File: src/rtl/udp_pkg.sv
// Shared types and constants for the UDP payload RAM write arbiter.
//   state_e           : arbiter FSM states
//   UDP_HDR           : UDP header bytes added to the payload length
//   IPUDP_HDR         : IP + UDP header bytes added to the payload length
//   DEF_PAYLOAD_BYTES : payload size reported before any frame is built
package udp_pkg;

  typedef enum logic [1:0] {
    ST_IDLE    = 2'd0,
    ST_BURST   = 2'd1,
    ST_WAIT_TX = 2'd2
  } state_e;

  localparam int unsigned UDP_HDR           = 8;
  localparam int unsigned IPUDP_HDR         = 28;
  localparam int unsigned DEF_PAYLOAD_BYTES = 20;

  function automatic logic [15:0] add_hdr(input logic [15:0] bytes, input int unsigned hdr);
    return bytes + 16'(hdr);
  endfunction

endpackage

File: src/rtl/rr_arb2.sv
// Two-way round-robin pick used by the payload arbiter.
//   clk, rst_n : clock, async active-low reset
//   req_i      : {req1, req0}
//   advance_i  : a burst is starting with the current pick
//   pick_o     : one-hot (or zero) winner, combinational from req_i
module rr_arb2 (
  input  logic       clk,
  input  logic       rst_n,
  input  logic [1:0] req_i,
  input  logic       advance_i,
  output logic [1:0] pick_o
);

  // Reset to "requester 1 went last" so requester 0 is preferred first.
  logic last_grant_q, last_grant_d;

  always_comb begin
    pick_o = req_i;
    if (req_i == 2'b11) pick_o = last_grant_q ? 2'b01 : 2'b10;
    last_grant_d = last_grant_q;
    if (advance_i && (pick_o != 2'b00)) last_grant_d = pick_o[1];
  end

  always_ff @(posedge clk or negedge rst_n) begin
    if (!rst_n) last_grant_q <= 1'b1;
    else        last_grant_q <= last_grant_d;
  end

endmodule

File: src/rtl/udp_payload_arbiter.sv
// Arbitrates the payload RAM write port between the echo path (0) and the
// local loader (1), publishes the frame lengths after a completed burst and
// holds the RAM locked until the transmit engine reports the frame sent.
//   clk, rst_n                     : gmii_rx_clk domain, async active-low reset
//   reqN / wrN_*                   : requester N burst request and word strobe
//   gnt0 / gnt1                    : registered grants, one-hot or zero
//   ram_wea / ram_addra / ram_dina : registered RAM write port
//   frame_ready                    : frame waiting for the transmit engine
//   tx_data_length/tx_total_length : UDP length / IP total length
//   tx_done                        : frame sent pulse from transmit engine
//   err                            : pulse on timeout or overflow abort
//
// state      | meaning
// ST_IDLE    | no owner; arbitrate pending requests
// ST_BURST   | granted requester owns the RAM write port
// ST_WAIT_TX | frame published; RAM locked until tx_done
module udp_payload_arbiter
  import udp_pkg::*;
#(
  parameter int ADDR_W  = 9,
  parameter int DATA_W  = 32,
  parameter int TIMEOUT = 1024
) (
  input  logic              clk,
  input  logic              rst_n,
  input  logic              req0,
  input  logic              req1,
  input  logic              wr0_valid,
  input  logic              wr1_valid,
  input  logic [ADDR_W-1:0] wr0_addr,
  input  logic [ADDR_W-1:0] wr1_addr,
  input  logic [DATA_W-1:0] wr0_data,
  input  logic [DATA_W-1:0] wr1_data,
  input  logic              wr0_last,
  input  logic              wr1_last,
  output logic              gnt0,
  output logic              gnt1,
  output logic              ram_wea,
  output logic [ADDR_W-1:0] ram_addra,
  output logic [DATA_W-1:0] ram_dina,
  output logic              frame_ready,
  output logic [15:0]       tx_data_length,
  output logic [15:0]       tx_total_length,
  input  logic              tx_done,
  output logic              err
);

  localparam int TW = (TIMEOUT > 1) ? $clog2(TIMEOUT) : 1;
  localparam logic [TW-1:0]     TMR_LOAD = TW'(TIMEOUT - 1);
  localparam logic [ADDR_W:0]   CNT_MAX  = {1'b1, {ADDR_W{1'b0}}};
  localparam logic [ADDR_W:0]   CNT_ONE  = {{ADDR_W{1'b0}}, 1'b1};
  localparam logic [15:0]       DEF_DLEN = 16'(DEF_PAYLOAD_BYTES + UDP_HDR);
  localparam logic [15:0]       DEF_TLEN = 16'(DEF_PAYLOAD_BYTES + IPUDP_HDR);

  state_e              state_q, state_d;
  logic [1:0]          gnt_q, gnt_d;
  logic [ADDR_W:0]     cnt_q, cnt_d;
  logic [TW-1:0]       tmr_q, tmr_d;
  logic                wea_q, wea_d;
  logic [ADDR_W-1:0]   addr_q, addr_d;
  logic [DATA_W-1:0]   din_q, din_d;
  logic                fr_q, fr_d;
  logic [15:0]         dlen_q, dlen_d;
  logic [15:0]         tlen_q, tlen_d;
  logic                err_q, err_d;

  logic [1:0]          pick;
  logic                arb_adv;
  logic                sel_req, sel_valid, sel_last;
  logic [ADDR_W-1:0]   sel_addr;
  logic [DATA_W-1:0]   sel_data;
  logic [15:0]         bytes;

  rr_arb2 u_rr (
    .clk       (clk),
    .rst_n     (rst_n),
    .req_i     ({req1, req0}),
    .advance_i (arb_adv),
    .pick_o    (pick)
  );

  // Only the owner's strobes reach the RAM; the other side is ignored.
  assign sel_req   = gnt_q[1] ? req1      : req0;
  assign sel_valid = gnt_q[1] ? wr1_valid : wr0_valid;
  assign sel_last  = gnt_q[1] ? wr1_last  : wr0_last;
  assign sel_addr  = gnt_q[1] ? wr1_addr  : wr0_addr;
  assign sel_data  = gnt_q[1] ? wr1_data  : wr0_data;
  assign bytes     = 16'({cnt_q, 2'b00});

  always_comb begin
    state_d = state_q;
    gnt_d   = gnt_q;
    cnt_d   = cnt_q;
    tmr_d   = tmr_q;
    wea_d   = 1'b0;
    addr_d  = addr_q;
    din_d   = din_q;
    fr_d    = fr_q;
    dlen_d  = dlen_q;
    tlen_d  = tlen_q;
    err_d   = 1'b0;
    arb_adv = 1'b0;

    case (state_q)
      ST_IDLE: begin
        cnt_d = '0;
        tmr_d = TMR_LOAD;
        if (pick != 2'b00) begin
          gnt_d   = pick;
          arb_adv = 1'b1;
          state_d = ST_BURST;
        end
      end

      ST_BURST: begin
        // A valid word reloads the idle timer, so last always beats expiry.
        if (sel_valid) begin
          tmr_d = TMR_LOAD;
          if (cnt_q == CNT_MAX) begin
            err_d   = 1'b1;
            gnt_d   = 2'b00;
            state_d = ST_IDLE;
          end else begin
            wea_d  = 1'b1;
            addr_d = sel_addr;
            din_d  = sel_data;
            cnt_d  = cnt_q + CNT_ONE;
            if (sel_last) begin
              gnt_d   = 2'b00;
              state_d = ST_WAIT_TX;
            end
          end
        end else if (!sel_req) begin
          // Requester withdrew without a last word: no frame, no error.
          gnt_d   = 2'b00;
          state_d = ST_IDLE;
        end else if (tmr_q == '0) begin
          err_d   = 1'b1;
          gnt_d   = 2'b00;
          state_d = ST_IDLE;
        end else begin
          tmr_d = tmr_q - TW'(1);
        end
      end

      ST_WAIT_TX: begin
        if (!fr_q) begin
          fr_d   = 1'b1;
          dlen_d = add_hdr(bytes, UDP_HDR);
          tlen_d = add_hdr(bytes, IPUDP_HDR);
        end
        if (tx_done) begin
          fr_d    = 1'b0;
          state_d = ST_IDLE;
        end
      end

      default: state_d = ST_IDLE;
    endcase
  end

  always_ff @(posedge clk or negedge rst_n) begin
    if (!rst_n) begin
      state_q <= ST_IDLE;
      gnt_q   <= 2'b00;
      cnt_q   <= '0;
      tmr_q   <= TMR_LOAD;
      wea_q   <= 1'b0;
      addr_q  <= '0;
      din_q   <= '0;
      fr_q    <= 1'b0;
      dlen_q  <= DEF_DLEN;
      tlen_q  <= DEF_TLEN;
      err_q   <= 1'b0;
    end else begin
      state_q <= state_d;
      gnt_q   <= gnt_d;
      cnt_q   <= cnt_d;
      tmr_q   <= tmr_d;
      wea_q   <= wea_d;
      addr_q  <= addr_d;
      din_q   <= din_d;
      fr_q    <= fr_d;
      dlen_q  <= dlen_d;
      tlen_q  <= tlen_d;
      err_q   <= err_d;
    end
  end

  assign gnt0            = gnt_q[0];
  assign gnt1            = gnt_q[1];
  assign ram_wea         = wea_q;
  assign ram_addra       = addr_q;
  assign ram_dina        = din_q;
  assign frame_ready     = fr_q;
  assign tx_data_length  = dlen_q;
  assign tx_total_length = tlen_q;
  assign err             = err_q;

endmodule

File: config.mk
export PLATFORM = sky130hd
export DESIGN_NAME = udp_payload_arbiter
export DESIGN_NICKNAME = d
export VERILOG_FILES = /design/src/rtl/udp_pkg.sv /design/src/rtl/rr_arb2.sv /design/src/rtl/udp_payload_arbiter.sv
export SDC_FILE = /design/constraint.sdc
export NUM_CORES = 1
export LEC_CHECK = 0
export ABC_CLOCK_PERIOD_IN_PS = 2700
export CAP_MARGIN = 15
export CORE_ASPECT_RATIO = 0.9
export CORE_MARGIN = 4
export CORE_UTILIZATION = 45
export DETAILED_ROUTE_END_ITERATION = 12
export MAX_ROUTING_LAYER = met4
export PLACE_DENSITY_LB_ADDON = 0.2
export SETUP_SLACK_MARGIN = 0.1
export SLEW_MARGIN = 10
export SYNTH_ARGS = -nofsm -noshare
export SYNTH_HDL_FRONTEND = slang
export SYNTH_HIERARCHICAL = 1
export SYNTH_SLANG_ARGS = --single-unit
export TNS_END_PERCENT = 1
File: constraint.sdc
create_clock -name clk -period 2.7 [get_ports clk]
set_input_delay 0.405 -clock clk [delete_from_list [all_inputs] [get_ports clk]]
set_output_delay 0.405 -clock clk [all_outputs]
set_load 0.03 [all_outputs]
==> run metrics, run 1 <==
status completed; sw frac 41.1%; asr flop ratio synth between 90% and 100%; clk sinks 91; Max Cap Viol 0; startpoint types register; first-pass GRT wire length approximately 20 mm; Relative slew margins 61.5%; Post-CTS Setup Inserts 0; DRT iter0 DRCs between 150 and 200; htree depth 3; CP required roughly 2.3 ns; minimum clock period between 2 and 2.5 ns; drt pass-1 iters 4; layout cells sized above 1 around 8%; GP Congestion slightly above 0.8; Ports ~170; WHS about 0.034 ns; Main synth FF type dfrtp_1; register share of total power about a third; Final Setup Violations 0; Ant. Diodes 0; pin count of the biggest net entering global routing 45; Via-to-Cell Ratio around 5.4; Metal-1 WL between 5 and 6 mm; Final Hold Fails 0; root buf cell clkbuf_16; Cell variety after synth between 40 and 50; syn avg cell area just under 10 sq um; setup TNS 0 ns; Clk Latency, worst-skew pair 0.33 ns; Die W ~120 microns; WL final 12.6 mm; DR WL met3 slightly above 900 microns; worst slew pin tran roughly 0.56 ns; RSZ-0062 raised after global routing no; max-slew violations 0; FP Rows 35; most common cell after layout, fill and taps aside clkdlybuf4s50_1; post_cts resized 0; Seq/Total Area, Yosys about half; number of synthesized flops with an enable pin 0; Worst VDD drop about 0.60 mV; #FFs+latches synth 91; Clock transition at path regs 0.06 ns; total CTS buffers 9; CTS tree yes; # port buffers ~160; share of total power in combinational logic about 48%; crit path DAT 1.83 ns; vias in the first global route between 4k and 5k; all-layer global routing usage roughly a fifth; Setup crit end kind output port; crit path kind register to output port; highest routed layer met4; initial antenna violation count 0; fmax ~0.45 GHz; commonest cells after routing, fill and taps aside clkdlybuf4s50_1, a21oi_1, dfrtp_1; die area between 0.01 and 0.015 sq mm; CTS max path bufs 2; Syn. warnings 6; Remaining Overflow, GRT 0; CP Max Fanout 13; DR WL met2 roughly 6.3 mm; power per cell area just over 1000 mW/mm^2; Nets 720; Initial Utilization 46.0%; Int Pwr just over 4 mW; number of vias after detailed routing about 4.1k; origin of the critical flop-to-flop path cnt_q[1]; # fillers about 870; worst hold path class input pin to async pin; Post-CTS Hold Buffers 0; area grow syn2layout 42.0%; Gate Count Post-Synth just under 500; Clock power frac about a fifth; Core ar. ~0.010 sq mm; period utilization a little over 80%; reg2reg setup slack ~0.51 ns; switching power around 2.8 mW; Cell Area, Synth ~0.0047 sq mm; Residual DRC 0; wire per inst 16.7 microns; Pleak roughly 2.7 nW; dpl hpwl between 9 and 10 mm; antenna-violating nets left 0; clk_skew around 0.0078 ns; chip height about 100 microns; Worst setup startpoint gnt_q[1]; post-layout util about 65%
worst max-delay path, stage by stage, from the launching register on:
cell and delay, ns:
dfrtp_2 0.54, buf_4 0.26, clkdlybuf4s50_1 0.69
sequential cells by signal, indices dropped and copies added, names as in the netlist, 2 cells and up:
name / flops
ram_dina: 32
cnt_q: 10
ram_addra: 9
tx_data_length: 11
tmr_q: 10
gnt_q: 2
state_q: 2
tx_total_length: 11
final timing paths:
kind | to | depth (start not counted)
hold reg to reg | tx_data_length[4] | 2
setup / recovery | gnt1 | 2
hold / removal | tx_data_length[8] | 1
max in group asynchronous | tx_data_length[4] | 2
min in group clk | tx_data_length[4] | 2
setup reg to reg | ram_dina[3] | 8
power by group through the flow:
stage	clock network, mW	registers [mW]	logic, mW
floorplan	0	2.88	1.31
global placement	0	2.19	3.25
detailed placement	0	2.21	3.32
CTS	1.42	2.20	3.33
global route	1.47	2.27	3.54
finish	1.39	2.20	3.31
cell usage after synthesis, types with 2 or more instances:
cell | count | share of area, %
a21boi_0 | 3 | 0.48
a21o_1 | 3 | 0.48
a21oi_1 | 90 | 9.6
a221o_1 | 2 | 0.43
a22oi_1 | 2 | 0.32
a31oi_1 | 4 | 0.53
and2_1 | 2 | 0.27
and3_1 | 4 | 0.53
and4_1 | 2 | 0.37
buf_2 | 7 | 0.75
buf_4 | 10 | 1.6
clkbuf_1 | 28 | 2.2
dfrtp_1 | 75 | 40
dfstp_2 | 16 | 9.0
ha_1 | 7 | 1.9
inv_1 | 13 | 1.0
mux2i_1 | 46 | 9.8
nand2_1 | 35 | 2.8
nand2b_1 | 4 | 0.53
nand3_1 | 15 | 1.6
nand3b_1 | 2 | 0.32
nand4_1 | 6 | 0.80
nor2_1 | 10 | 0.80
nor2b_1 | 2 | 0.27
nor3_1 | 5 | 0.53
nor4_1 | 4 | 0.53
o211ai_1 | 2 | 0.32
o21ai_0 | 31 | 3.3
o31ai_1 | 7 | 1.1
or2_2 | 4 | 0.53
or3_1 | 4 | 0.53
or3b_1 | 2 | 0.37
or4_1 | 8 | 1.3
xnor2_1 | 3 | 0.56
xor2_1 | 11 | 2.1
logic make-up (layout without fill, tap and decap cells):
kind of cell / count (synthesis) / in the layout / synth area share (%)
adder cells (fa/ha/maj): 7 / 7 / 1.87
multiplexers: 46 / 46 / 9.81
flip-flops: 91 / 91 / 48.9
AO/OA/AOI/OAI: 153 / 153 / 18.0
other: 1 / 10 / 0.0799
AND/OR/NAND/NOR: 111 / 111 / 12.8
buffers and inverters: 60 / 195 / 5.78
XOR/XNOR: 14 / 14 / 2.61
layer usage:
metal | GRT usage, % | vias up
li1 | - | 1989
met1 | 26.6 | 1954
met2 | 34.5 | 141
met3 | 5.79 | 11
met4 | 3.98 | 0
met5 | - | -
metrics by stage:
step	setup WS, ns	area, sq um	cells	power, mW
after floorplan	0.757	4730	492	4.19
after global placement	0.446	6330	740	5.44
after detailed placement	0.365	6330	740	5.53
after CTS	0.453	6660	756	6.95
after global routing	0.361	6660	756	7.28
final	0.464	6660	756	6.89
layout make-up:
cell class | count | area [sq um] | area share (%)
clock buffers | 11 | 253 | 3.79
clock inverters | 5 | 83.8 | 1.26
inverters | 14 | 52.6 | 0.789
multi-input cells | 341 | 2170 | 32.6
flip-flops and latches | 91 | 2300 | 34.5
well taps | 129 | 161 | 2.42
repair buffers | 165 | 1640 | 24.7
Power figures use the tool's default switching activity.
==> run 2, diff against run 1 <==
--- a/config.mk
+++ b/config.mk
@@ -5,7 +5,7 @@
 export SDC_FILE = /design/constraint.sdc
 export NUM_CORES = 1
 export LEC_CHECK = 0
-export ABC_CLOCK_PERIOD_IN_PS = 2700
+export ABC_CLOCK_PERIOD_IN_PS = 2090
 export CAP_MARGIN = 15
 export CORE_ASPECT_RATIO = 0.9
 export CORE_MARGIN = 4
==> constraint.sdc (replaced) <==
create_clock -name clk -period 2.09 [get_ports clk]
set_input_delay 0.3135 -clock clk [delete_from_list [all_inputs] [get_ports clk]]
set_output_delay 0.3135 -clock clk [all_outputs]
set_load 0.03 [all_outputs]
==> run 2 against run 1 <==
Against the previous run:
- via count up 3.9%
- count of clock-buffer cells in the layout unchanged
- first-iteration DRC count increased by 37%
- critical endpoint is now tmr_q[8]
==> run metrics, run 2 (same netlist as run 1, synthesis figures left out) <==
Final Hold Fails 0 (unchanged); minimum clock period ~2 ns; CTS tree yes; Via-to-Cell Ratio 5.45 (+0.58%); Final Setup Violations 0 (unchanged); wire per inst 16.5 microns (-1.1%); Worst VDD drop 0.801 mV (+34%); crit path kind register to register; crit path DAT 2.23 ns (+0.40 ns); origin of the critical flop-to-flop path tmr_q[0]; all-layer global routing usage 21.8% (+0.72 points); Pwr Total 9.12 mW (+32%); Core ar. 0.0102 sq mm (unchanged); max-slew violations 0 (unchanged); worst hold path class input pin to async pin; FP Rows 35 (unchanged); Relative slew margins 59.7% (-1.8 points); commonest cells after routing, fill and taps aside clkdlybuf4s50_1, a21oi_1, dfrtp_1; worst slew pin tran 0.604 ns (+0.0426 ns); power per cell area 1320 mW/mm^2 (+28%); period utilization between 90% and 100%; area grow syn2layout 46.9%; Setup crit end kind register; max FFs per register 32 (unchanged); Remaining Overflow, GRT 0 (unchanged); vias in the first global route 4175 (+3.2%); Clock transition at path regs 0.07 ns (about the same); Residual DRC 0 (unchanged); first-pass GRT wire length 20.7 mm (+3.8%); WL final 12.9 mm (+2.2%); Nets 745 (+3.5%); drt pass-1 iters 5 (+1); Pleak 2.88 nW (+5.1%); chip height 105 microns (unchanged); # fillers 833 (-3.9%); dpl hpwl 9.30 mm (+0.84%); htree depth 3 (unchanged); Ports 169 (unchanged); DRT iter0 DRCs 216 (+37%); Max Cap Viol 0 (unchanged); RR Endpoint tmr_q[8]; clk_skew 0.00727 ns (-0.000529 ns); WHS 0.311 ns (+0.277 ns); RSZ-0062 raised after global routing yes; root buf cell clkbuf_16; number of vias after detailed routing 4255 (+3.9%); most common cell after layout, fill and taps aside clkdlybuf4s50_1; Initial Utilization 46.0% (unchanged); reg2reg setup slack 0.11 ns (-0.40 ns); fmax ~0.5 GHz; worst r2r path cells 6 (-2); pin count of the biggest net entering global routing 54 (+20%); CP Max Fanout 4 (-9); die area 0.0121 sq mm (unchanged); Ant. Diodes 0 (unchanged); startpoint types register; status completed; layout cells sized above 1 12.4% (+4.4 points); clk sinks 91 (unchanged); # port buffers 158 (unchanged); initial antenna violation count 0 (unchanged); Clk Latency, worst-skew pair 0.33 ns (about the same); total CTS buffers 9 (unchanged); CP required 2.35 ns (+0.05 ns); CTS max path bufs 2 (unchanged); antenna-violating nets left 0 (unchanged); Die W 116 microns (unchanged); GP Congestion 0.838 (+3.8%)
==> run 2: changes by cell type in the layout (fill, tap and decap cells not counted), sizes merged <==
cell / delta
dlygate4sd3: +1
buf: +24
clkinvlp: -1
inv: -1
clkinv: +2
dlygate4sd2: +1
clkdlybuf4s50: -1
==> run 2: power by group <==
part / total, mW / switching (mW) / internal (mW) / leakage, nW
registers: 2.78 / 0.392 / 2.39 / 1.08
clock network: 1.81 / 0.688 / 1.12 / 0.162
logic: 4.54 / 2.63 / 1.91 / 1.64
total: 9.12 / 3.71 / 5.41 / 2.88
==> run 2: how the worst max path moves through the flow <==
stage | endpoint | cells after the start | startpoint | slack [ns]
2_1_floorplan | tmr_q[7] | 7 | tmr_q[0] | 0.15
3_3_place_gp | tmr_q[5] | 5 | req1 | 0.05
3_5_place_dp | tmr_q[7] | 6 | tmr_q[0] | -0.02
4_1_cts | tmr_q[7] | 6 | tmr_q[0] | 0.11
5_1_grt | tmr_q[8] | 6 | tmr_q[1] | 0.04
6_report | tmr_q[8] | 6 | tmr_q[0] | 0.11
==> run 2: worst max-delay path, stage by stage (launching register included) <==
cell and delay [ns]:
dfstp_2 0.39, inv_2 0.07, ha_4 0.14, or3b_4 0.41
or3_4 0.42, o21ai_2 0.12, or3b_1 0.35
==> run 2: what timing repair did <==
| action | in CTS | in global routing |
|---|---|---|
| buffers inserted | 0 | 2 |
| pin swaps | 1 | 2 |
| hold endpoints to repair | 43 | 0 |
| resized for setup | 7 | 5 |
| hold buffers | 1 | 0 |
| gates cloned | 0 | 0 |
| endpoints found under the setup margin | 10 | 46 |
==> run 2: through the flow <==
step                cell area, sq um  TNS [ns]  std cells  util (%)  setup slack, ns
detailed placement              6490   -0.0224        762      63.6          -0.0203
floorplan                       4730         0        492         -            0.147
global placement                6490         0        762      63.6           0.0474
finish                          6890         0        781      67.6            0.115
CTS                             6860         0        779      67.3            0.107
global route                    6890         0        781      67.6           0.0447
==> run 2: layout make-up <==
class,instances,area [sq um],share of cell area [%]
clock inverters,5,85.1,1.23
repair buffers,190,1840,26.6
multi-input cells,341,2210,32.0
inverters,14,52.6,0.762
well taps,129,161,2.34
clock buffers,11,253,3.67
flip-flops and latches,91,2300,33.3
==> run 2: per-layer routing <==
layer | wire length (microns) | track usage [%] | share of wire (%) | vias to the layer above
met1 | 5600 | 29.1 | 43 | 2040
met4 | 179 | 5.88 | 1.4 | 0
met2 | 6280 | 34.9 | 49 | 158
met3 | 831 | 3.36 | 6.4 | 17
li1 | - | - | - | 2040
met5 | 0 | - | 0 | -
